[src/rtl/cmd_replay_fifo_pkg.sv]
// Shared constants and types for the command replay FIFO.
// Fallback definitions apply only when the shared sys_defs header has not been compiled first.
`ifndef Packet_size
`define Packet_size 32
`endif
`ifndef Max_replay_Iter
`define Max_replay_Iter 8
`endif

package cmd_replay_fifo_pkg;

  localparam int PACKET_SIZE     = `Packet_size;
  localparam int MAX_REPLAY_ITER = `Max_replay_Iter;
  localparam int ITER_W_DEFAULT  = $clog2(MAX_REPLAY_ITER);

  // S_IDLE: no segment open; S_PASS: a segment is being read and may be rewound.
  typedef enum logic {
    S_IDLE = 1'b0,
    S_PASS = 1'b1
  } state_e;

endpackage

[src/rtl/cmd_replay_fifo_if.sv]
// Write/read handshake bundle of the command replay FIFO.
// master = producer/consumer side, slave = the FIFO itself.
interface cmd_replay_fifo_if #(
  parameter int DATA_W = cmd_replay_fifo_pkg::PACKET_SIZE,
  parameter int DEPTH  = 16,
  parameter int ITER_W = cmd_replay_fifo_pkg::ITER_W_DEFAULT
);

  localparam int CW = $clog2(DEPTH) + 1;

  logic              winc;
  logic [DATA_W-1:0] wdata;
  logic              wlast;
  logic              wfull;
  logic [CW-1:0]     count;
  logic              rinc;
  logic [ITER_W-1:0] replay_num;
  logic              rvalid;
  logic [DATA_W-1:0] rdata;
  logic              rlast;
  logic [ITER_W-1:0] pass_idx;
  logic              seg_overflow;

  modport master (
    output winc, wdata, wlast, rinc, replay_num,
    input  wfull, count, rvalid, rdata, rlast, pass_idx, seg_overflow
  );

  modport slave (
    input  winc, wdata, wlast, rinc, replay_num,
    output wfull, count, rvalid, rdata, rlast, pass_idx, seg_overflow
  );

endinterface

[src/rtl/replay_fifo_mem.sv]
// Entry storage for the replay FIFO: one synchronous write port, one asynchronous read port.
// Each word holds {wlast, packet}.
module replay_fifo_mem #(
  parameter int WIDTH = 33,
  parameter int DEPTH = 16,
  parameter int AW    = $clog2(DEPTH)
) (
  input  logic             clk,
  input  logic             we,
  input  logic [AW-1:0]    waddr,
  input  logic [WIDTH-1:0] wdata,
  input  logic [AW-1:0]    raddr,
  output logic [WIDTH-1:0] rdata
);

  logic [WIDTH-1:0] mem [DEPTH];

  // NOTE: storage is deliberately not reset; the pointer logic never exposes an unwritten word.
  always_ff @(posedge clk) begin
    if (we) begin
      mem[waddr] <= wdata;
    end
  end

  assign rdata = mem[raddr];

endmodule

[src/rtl/cmd_replay_fifo.sv]
// Command FIFO whose segments (runs ending in wlast) can be re-read replay_num extra times
// before their entries are released; free_ptr trails rd_ptr until a segment's final pass.
module cmd_replay_fifo
  import cmd_replay_fifo_pkg::*;
#(
  parameter int DATA_W = PACKET_SIZE,
  parameter int DEPTH  = 16,
  parameter int ITER_W = ITER_W_DEFAULT
) (
  input  logic              clk,
  input  logic              reset,
  input  logic              flush,
  cmd_replay_fifo_if.slave  bus
);

  localparam int AW = $clog2(DEPTH);
  localparam int PW = AW + 1;
  localparam logic [PW-1:0]     PTR_ONE  = PW'(1);
  localparam logic [PW-1:0]     PTR_FULL = PW'(DEPTH);
  localparam logic [ITER_W-1:0] ITER_ONE = ITER_W'(1);

  state_e            state_q,        state_d;
  logic [PW-1:0]     wr_ptr_q,       wr_ptr_d;
  logic [PW-1:0]     rd_ptr_q,       rd_ptr_d;
  logic [PW-1:0]     free_ptr_q,     free_ptr_d;
  logic [PW-1:0]     seg_start_q,    seg_start_d;
  logic [PW-1:0]     pending_last_q, pending_last_d;
  logic [ITER_W-1:0] iter_target_q,  iter_target_d;
  logic [ITER_W-1:0] pass_idx_q,     pass_idx_d;
  logic              seg_overflow_q, seg_overflow_d;

  logic [DATA_W:0]   rd_word;
  logic [PW-1:0]     count;
  logic              wfull;
  logic              rvalid;
  logic              rlast;
  logic              wr_acc;
  logic              rd_acc;
  logic              last_inc;
  logic              last_dec;
  logic [PW-1:0]     eff_start;
  logic [ITER_W-1:0] eff_target;
  logic [ITER_W-1:0] eff_pass;

  assign count  = wr_ptr_q - free_ptr_q;
  assign wfull  = (count == PTR_FULL);
  assign rvalid = (rd_ptr_q != wr_ptr_q);
  assign rlast  = rd_word[DATA_W];
  assign wr_acc = bus.winc & ~wfull;
  assign rd_acc = bus.rinc & rvalid;

  replay_fifo_mem #(
    .WIDTH (DATA_W + 1),
    .DEPTH (DEPTH)
  ) u_mem (
    .clk   (clk),
    .we    (wr_acc & ~reset & ~flush),
    .waddr (wr_ptr_q[AW-1:0]),
    .wdata ({bus.wlast, bus.wdata}),
    .raddr (rd_ptr_q[AW-1:0]),
    .rdata (rd_word)
  );

  // The first read of a segment latches its start and replay count in the same cycle it is consumed.
  always_comb begin
    eff_start  = (state_q == S_IDLE) ? rd_ptr_q   : seg_start_q;
    eff_target = (state_q == S_IDLE) ? bus.replay_num : iter_target_q;
    eff_pass   = (state_q == S_IDLE) ? '0         : pass_idx_q;
  end

  always_comb begin
    // NOTE: every _d takes its hold value first, so no branch can leave a latch behind.
    state_d        = state_q;
    wr_ptr_d       = wr_ptr_q;
    rd_ptr_d       = rd_ptr_q;
    free_ptr_d     = free_ptr_q;
    seg_start_d    = seg_start_q;
    iter_target_d  = iter_target_q;
    pass_idx_d     = pass_idx_q;
    pending_last_d = pending_last_q;
    last_inc       = 1'b0;
    last_dec       = 1'b0;

    if (wr_acc) begin
      wr_ptr_d = wr_ptr_q + PTR_ONE;
      last_inc = bus.wlast;
    end

    if (rd_acc) begin
      seg_start_d   = eff_start;
      iter_target_d = eff_target;
      if (!rlast) begin
        rd_ptr_d   = rd_ptr_q + PTR_ONE;
        pass_idx_d = eff_pass;
        state_d    = S_PASS;
      end else if (eff_pass < eff_target) begin
        // Rewind for another pass; wr_ptr and free_ptr are untouched.
        rd_ptr_d   = eff_start;
        pass_idx_d = eff_pass + ITER_ONE;
        state_d    = S_PASS;
      end else begin
        rd_ptr_d   = rd_ptr_q + PTR_ONE;
        free_ptr_d = rd_ptr_q + PTR_ONE;
        pass_idx_d = '0;
        state_d    = S_IDLE;
        last_dec   = 1'b1;
      end
    end

    case ({last_inc, last_dec})
      2'b10:   pending_last_d = pending_last_q + PTR_ONE;
      2'b01:   pending_last_d = pending_last_q - PTR_ONE;
      default: pending_last_d = pending_last_q;
    endcase

    // A full buffer with no stored segment end can never drain: flag it until cleared.
    seg_overflow_d = seg_overflow_q | (wfull & (pending_last_q == '0));
  end

  // NOTE: sequential state uses non-blocking assignments so every flop samples pre-edge values.
  always_ff @(posedge clk) begin
    if (reset || flush) begin
      state_q        <= S_IDLE;
      wr_ptr_q       <= '0;
      rd_ptr_q       <= '0;
      free_ptr_q     <= '0;
      seg_start_q    <= '0;
      pending_last_q <= '0;
      iter_target_q  <= '0;
      pass_idx_q     <= '0;
      seg_overflow_q <= 1'b0;
    end else begin
      state_q        <= state_d;
      wr_ptr_q       <= wr_ptr_d;
      rd_ptr_q       <= rd_ptr_d;
      free_ptr_q     <= free_ptr_d;
      seg_start_q    <= seg_start_d;
      pending_last_q <= pending_last_d;
      iter_target_q  <= iter_target_d;
      pass_idx_q     <= pass_idx_d;
      seg_overflow_q <= seg_overflow_d;
    end
  end

  assign bus.wfull        = wfull;
  assign bus.count        = count;
  assign bus.rvalid       = rvalid;
  assign bus.rdata        = rd_word[DATA_W-1:0];
  assign bus.rlast        = rlast;
  assign bus.pass_idx     = pass_idx_q;
  assign bus.seg_overflow = seg_overflow_q;

endmodule

[src/flat_wrapper.sv]
// flat-port wrapper written by rule: the top's interface ports become plain ports
module cmd_replay_fifo_flat import cmd_replay_fifo_pkg::*;
#(
  parameter int DATA_W = PACKET_SIZE,
  parameter int DEPTH  = 16,
  parameter int ITER_W = ITER_W_DEFAULT
)
  (clk, reset, flush, bus_winc, bus_wdata, bus_wlast, bus_rinc, bus_replay_num, bus_wfull, bus_count, bus_rvalid, bus_rdata, bus_rlast, bus_pass_idx, bus_seg_overflow);
  cmd_replay_fifo_if #(.DATA_W(DATA_W), .DEPTH(DEPTH), .ITER_W(ITER_W)) bus_i ();
  input  logic clk;
  input  logic reset;
  input  logic flush;
  input wire logic [$bits(bus_i.winc)-1:0] bus_winc;
  input wire logic [$bits(bus_i.wdata)-1:0] bus_wdata;
  input wire logic [$bits(bus_i.wlast)-1:0] bus_wlast;
  input wire logic [$bits(bus_i.rinc)-1:0] bus_rinc;
  input wire logic [$bits(bus_i.replay_num)-1:0] bus_replay_num;
  output wire logic [$bits(bus_i.wfull)-1:0] bus_wfull;
  output wire logic [$bits(bus_i.count)-1:0] bus_count;
  output wire logic [$bits(bus_i.rvalid)-1:0] bus_rvalid;
  output wire logic [$bits(bus_i.rdata)-1:0] bus_rdata;
  output wire logic [$bits(bus_i.rlast)-1:0] bus_rlast;
  output wire logic [$bits(bus_i.pass_idx)-1:0] bus_pass_idx;
  output wire logic [$bits(bus_i.seg_overflow)-1:0] bus_seg_overflow;
  assign bus_i.winc = bus_winc;
  assign bus_i.wdata = bus_wdata;
  assign bus_i.wlast = bus_wlast;
  assign bus_i.rinc = bus_rinc;
  assign bus_i.replay_num = bus_replay_num;
  assign bus_wfull = bus_i.wfull;
  assign bus_count = bus_i.count;
  assign bus_rvalid = bus_i.rvalid;
  assign bus_rdata = bus_i.rdata;
  assign bus_rlast = bus_i.rlast;
  assign bus_pass_idx = bus_i.pass_idx;
  assign bus_seg_overflow = bus_i.seg_overflow;
  cmd_replay_fifo #(.DATA_W(DATA_W), .DEPTH(DEPTH), .ITER_W(ITER_W)) u_core (.clk(clk), .reset(reset), .flush(flush), .bus(bus_i));
endmodule
[config.mk]
export PLATFORM = sky130hd
export DESIGN_NAME = cmd_replay_fifo_flat
export DESIGN_NICKNAME = d
export VERILOG_FILES = /design/src/rtl/cmd_replay_fifo_pkg.sv /design/src/rtl/cmd_replay_fifo_if.sv /design/src/rtl/replay_fifo_mem.sv /design/src/rtl/cmd_replay_fifo.sv /design/src/flat_wrapper.sv
export SDC_FILE = /design/constraint.sdc
export NUM_CORES = 1
export LEC_CHECK = 0
export ABC_AREA = 1
export CAP_MARGIN = 20
export CORE_MARGIN = 2
export CORE_UTILIZATION = 61
export DETAILED_ROUTE_END_ITERATION = 8
export PLACE_DENSITY = 0.8
export SLEW_MARGIN = 10
export SYNTH_ARGS = -nofsm -noshare
export SYNTH_HDL_FRONTEND = slang
export SYNTH_HIERARCHICAL = 1
export SYNTH_SLANG_ARGS = --single-unit
[constraint.sdc]
create_clock -name clk -period 4.3 [get_ports clk]
set_input_delay 0.86 -clock clk [delete_from_list [all_inputs] [get_ports clk]]
set_output_delay 0.86 -clock clk [all_outputs]
set_load 0.05 [all_outputs]
Yosys cells after proc, flatten, opt, wreduce, memory -nomap -nowiden
Memory sizes are Yosys's and may differ from the RTL's. A register that Yosys moved wholly into a read port is not among the register bits.
Cells that the tools add are included.

storage, ports and cells
  memories kept = 1
  flip-flop bits (word level) = 33
  bits of input ports = 41
  output and inout port bits = 44
  logic and storage cells = 53
  memory bits (writable) = 528

cells by class
  add/subtract/negate cells = 6
  magnitude comparators = 1
  bitwise gates (word level) = 10
  reductions and logical operators = 4
  mux-type cells = 18
  equal/unequal tests = 4

memory list
  memory            words  bits a word  read ports  clocked after Yosys merged registers in  wr ports  RTL line               text
  u_core.u_mem.mem  16     33           1           1                                        1         replay_fifo_mem.sv:16  logic [WIDTH-1:0] mem [DEPTH];

operators by type and width
  kind                                                 count
  adder 5 x 1 -> 5 bit, second input constant          3
  two-way mux 5 bit                                    3
  two-way mux 3 bit                                    4
  one-hot mux 5 bit (2 select lines)                   1
  two-way mux 1 bit                                    8
  two-way mux 4 bit                                    2
  AND 1 bit                                            5
  equality test 5 bit, second input constant           1
  logical NOT 5 bit                                    1
  != test 5 bit                                        1
  subtractor 5 x 1 -> 5 bit, second input constant     1
  subtractor 5 bit                                     1
  NOT 1 bit                                            4
  adder 3 x 1 -> 3 bit, second input constant          1
  less-than comparator 3 bit                           1
  AND reduction 3 bit                                  1
  equality test 2 x 1 -> 1 bit, second input constant  1
  equality test 2 bit, second input constant           1
  nonzero test 2 bit                                   1
  logical OR 1 bit                                     1
  bitwise OR 1 bit                                     1

Depth between registers and ports, before layout
  depth in word-level cells = 8
  gate-level depth with buffers = 21
  depth with buffers taken out = 20

Modules after synthesis
Netlist, hierarchy kept.

by module, submodules not included
  module           cells an instance  times used  sequential area each (sq um)  area each (sq um)
  replay_fifo_mem  2152               1           15855.2                       22580.4
  cmd_replay_fifo  338                1           660.6                         2204.6

Worst setup path before layout
OpenSTA, ideal clock, no wires.

  kind = register to register
  start point = register u_core.wr_ptr_q[0]
  end point = memory u_core.u_mem.mem[12][0], enable pin
  arrival = 4.624 ns
  clock period less this slack = 5.048 ns
  data required time = 3.877 ns
  cell stages (with the launch flop) = 12
  path slack = -0.748 ns
  buffers on the path = 1
  cell sequence = dfxtp_1 > inv_1 > ha_1 > fa_1 > xnor2_1 > nor2_1 > nand3_1 > buf_4 > inv_1 > nor3_1 > nand3_1 > nor2_1

on the way
  longest elaborated chain between the ends = 8

RTL lines
  element                                  RTL line                text
  start: declaration                       cmd_replay_fifo.sv:23   logic [PW-1:0] wr_ptr_q, wr_ptr_d;
  start signal: assignment                 cmd_replay_fifo.sv:134  wr_ptr_q <= wr_ptr_d;
  subtractor 5 bit                         cmd_replay_fifo.sv:45   assign count = wr_ptr_q - free_ptr_q;
  net bus_count[2]                         flat_wrapper.sv:19      output wire logic [$bits(bus_i.count)-1:0] bus_count;
  equality test 5 bit                      cmd_replay_fifo.sv:46   assign wfull = (count == PTR_FULL);
  net bus_wfull                            flat_wrapper.sv:18      output wire logic [$bits(bus_i.wfull)-1:0] bus_wfull;
  NOT 1 bit                                cmd_replay_fifo.sv:49   assign wr_acc = bus.winc & ~wfull;
  AND 1 bit                                cmd_replay_fifo.sv:49
  AND 1 bit (2 in a row)                   cmd_replay_fifo.sv:57   .we (wr_acc & ~reset & ~flush),
  two-way mux 1 bit                        replay_fifo_mem.sv:20   if (we) begin
  two-way mux 1 bit (not written as such)  replay_fifo_mem.sv:21   mem[waddr] <= wdata;
  end: declaration                         replay_fifo_mem.sv:16

The timed path passes the listed nets, and every way through them passes these cells.

==> impl_metrics.env <==
export IMPL_placed_area_mm2=0.0263
export IMPL_hold_viol_final=0
export IMPL_worst_path_buf_inv=3
export IMPL_cts_tree="done"
export IMPL_wirelength_um=58300
export IMPL_stdcell_area_mm2=0.0280
export IMPL_p_total_mw=11.8
export IMPL_grt_pass1_vias=17200
export IMPL_worst_setup_path_end_kind="output port"
export IMPL_ys_types=32
export IMPL_pin_count=85
export IMPL_maxSlewHeadroom_pct=30.9
export IMPL_clock_root_buffer="clkbuf_16"
export IMPL_finalSetupTns_ps=0
export IMPL_yosysSeqAreaShare_pct=66.6
export IMPL_path_max_fanout=97
export IMPL_syn_avg_cell_area_um2=9.95
export IMPL_wire_per_inst_um=18.6
export IMPL_postCtsSetupBuffers=0
export IMPL_required_ps=3440
export IMPL_critical_path_arrival_ps=3320
export IMPL_reg2reg_slack_ps=520
export IMPL_total_leakage_power_nw=11.9
export IMPL_rsz0062_at_grt="no"
export IMPL_first_pass_iters=8
export IMPL_setup_viol=0
export IMPL_drive_gt1_share_pct=6.42
export IMPL_fin_crit_ps=4180
export IMPL_finalClockSkew_ps=14.7
export IMPL_ys_ff_latch=561
export IMPL_timing_hold_ws_ps=463
export IMPL_viasPerCell=5.56
export IMPL_maxCapViolations=0
export IMPL_start_kind="register"
export IMPL_hp_start="u_core/bus.seg_overflow"
export IMPL_yosysTopAreaCell="edfxtp_1"
export IMPL_power_density_mw_per_mm2=420
export IMPL_rr_endpoint="u_core/u_mem/mem[9][15]"
export IMPL_grt_pass1_wl_um=90600
export IMPL_regArea_mm2=0.0165
export IMPL_gr_usage_all_layers_pct=28.2
export IMPL_drt_initial_drc_count=1837
export IMPL_num_vias=17400
export IMPL_cpPeakStageDelay_ps=820
export IMPL_vdd_drop_max_uv=387
export IMPL_syn_inst=2490
export IMPL_critical_path_slowest_cell="clkdlybuf4s50_1"
export IMPL_syn_to_final_growth_pct=13.0
export IMPL_grt_overflow=0
export IMPL_post_dp_hpwl_um=32000
export IMPL_clk_pin_slew_ps=60
export IMPL_hold_end="u_core/bus.seg_overflow"
export IMPL_clk_path_buf_depth=3
export IMPL_fin_nets=2613
export IMPL_worst_pin_slew_ps=1030
export IMPL_fmax_mhz=239
export IMPL_rr_startpoint="u_core/wr_ptr_q[0]"
export IMPL_async_reset_ff_share_pct=0
export IMPL_grt_max_degree=177
export IMPL_synth_edf_count=528
export IMPL_antenna_found_initial=1
export IMPL_finish_utilization_pct=70.2
export IMPL_synthTopCellsByArea="edfxtp_1, nand2_1, nand3_1, inv_1, dfxtp_1"
export IMPL_fin_crit_sh_pct=97.2
export IMPL_rr_worst_depth=13
export IMPL_synth_top_cell_area_share_pct=64.0
export IMPL_fill_cells=2711
export IMPL_path_cells="inv_8 -> buf_12 -> nand2_1 -> nand2_1 -> nand2_1 -> nand3_1 -> nand3_1 -> nand2_1 -> clkdlybuf4s50_1"
export IMPL_multi_input_area_mm2=0.00606
export IMPL_cts_sinks=561
export IMPL_synth_ff_type="edfxtp_1"
export IMPL_rows=73
export IMPL_status="finished clean"
export IMPL_drtAntennaViolNets=0
export IMPL_hold_class="reg -> reg"
export IMPL_finalWeightedCongestion=0.833
export IMPL_critPathKind="reg -> out"
export IMPL_worst_path_most_repeated_cell="nand2_1"
export IMPL_yosysWarnings=6
export IMPL_critical_path_top_delay_family="buffers and inverters"
export IMPL_syn_nets=2546
export IMPL_port_buffers=84
export IMPL_cts_inserted_buffers=55
export IMPL_die_width_um=206
export IMPL_slew_viol_final=0
export IMPL_die_area_mm2=0.0423
export IMPL_htreeDepth=2
export IMPL_netlist_top_cells_count="nand2_1, edfxtp_1, inv_1"
export IMPL_core_area_mm2=0.0399
export IMPL_yosysMostFrequentCell="nand2_1"
export IMPL_drc=0
export IMPL_die_y_um=206
export IMPL_syn_area_mm2=0.0248
export IMPL_clk_latency_ps=600
export IMPL_hold_depth=2
export IMPL_start_util_pct=62.1
worst min-delay path, cell delays in order, from the launching register on:
cell	delay (ps)
dfxtp_1	320
inv_1	50
a21oi_1	50
kinds of logic (layout without fill, tap and decap cells):
kind of cell | count (synthesis) | count (layout) | synth area share, %
xor gates and xnor gates | 11 | 11 | 0.419
muxes | 2 | 2 | 0.0808
AOI/OAI and AO/OA | 39 | 39 | 0.808
and+or+nand+nor | 1288 | 1288 | 21.8
buffers and inverters | 574 | 684 | 9.39
DFF | 561 | 561 | 66.6
adders and majority gates | 15 | 15 | 0.818
other | 0 | 1 | 0
where the power goes:
part           switching [mW]  total (mW)  internal, mW
combinational           0.809        1.13         0.320
sequential             0.0192        6.02          6.00
clock                    1.97        4.63          2.66
total                    2.80        11.8          8.98
layout by cell type (no fill, tap or decap), drive strengths merged, types with 2 or more instances in the layout:
cell / count
mux2i: 2
dfxtp: 33
nand4: 3
clkinv: 24
o21ai: 21
bufinv: 5
a21oi: 16
and2: 2
inv: 459
nor3: 2
clkdlybuf4s50: 66
clkbuf: 68
xnor2: 4
nor2: 75
nand3: 420
nand2: 782
buf: 60
fa: 2
nand3b: 3
xor2: 7
ha: 13
edfxtp: 528
timing repair:
item	CTS	global route
gates resized for setup	1	3
hold buffers	0	0
endpoints found under the setup margin	1	5
area by class of cell:
type	count	area share [%]
Antenna cell	1	0.00893
Inverter	457	6.16
Sequential cell	561	59.0
Clock inverter	32	1.04
Timing Repair Buffer	127	4.71
Clock buffer	68	5.12
Tap cell	525	2.34
Multi-Input combinational cell	1355	21.6
metrics by stage:
stage / std cells / worst slack [ps]
2_1_floorplan: 2490 / -274
3_5_place_dp: 3025 / 467
6_report: 3126 / 121
3_3_place_gp: 3025 / 557
5_1_grt: 3126 / 29.5
4_1_cts: 3125 / 54.4
flip-flops by register name, summed over array words and instances (netlist names):
signal and cells:
u_core/u_mem/mem 528, u_core/rd_ptr_q 5, u_core/free_ptr_q 5, u_core/bus.pass_idx 3, u_core/pending_last_q 5, u_core/seg_start_q 5
u_core/iter_target_q 3, u_core/wr_ptr_q 5, u_core/bus.seg_overflow 1, u_core/state_q 1
routing by layer:
metal | routed length [um] | share of wire [%] | GRT usage (%)
met4 | 2210 | 3.8 | 12.6
met1 | 22200 | 38 | 36.3
met5 | 0 | 0 | 0
met2 | 28900 | 50 | 47.4
met3 | 4930 | 8.5 | 4.43
how the worst max path moves through the flow:
stage                       startpoint                       end  slack [ps]  cells past startpoint
finish              u_core/rd_ptr_q[0]             bus_rdata[24]         120                      9
global route        u_core/rd_ptr_q[0]             bus_rdata[24]          30                      9
CTS                 u_core/rd_ptr_q[0]             bus_rdata[24]          50                      9
detailed placement   bus_replay_num[1]  u_core/pending_last_q[4]         470                     19
global placement     bus_replay_num[2]  u_core/pending_last_q[4]         560                     19
floorplan           u_core/wr_ptr_q[0]   u_core/u_mem/mem[13][0]        -270                     11
Note: power is estimated with default switching activity, not from simulation.
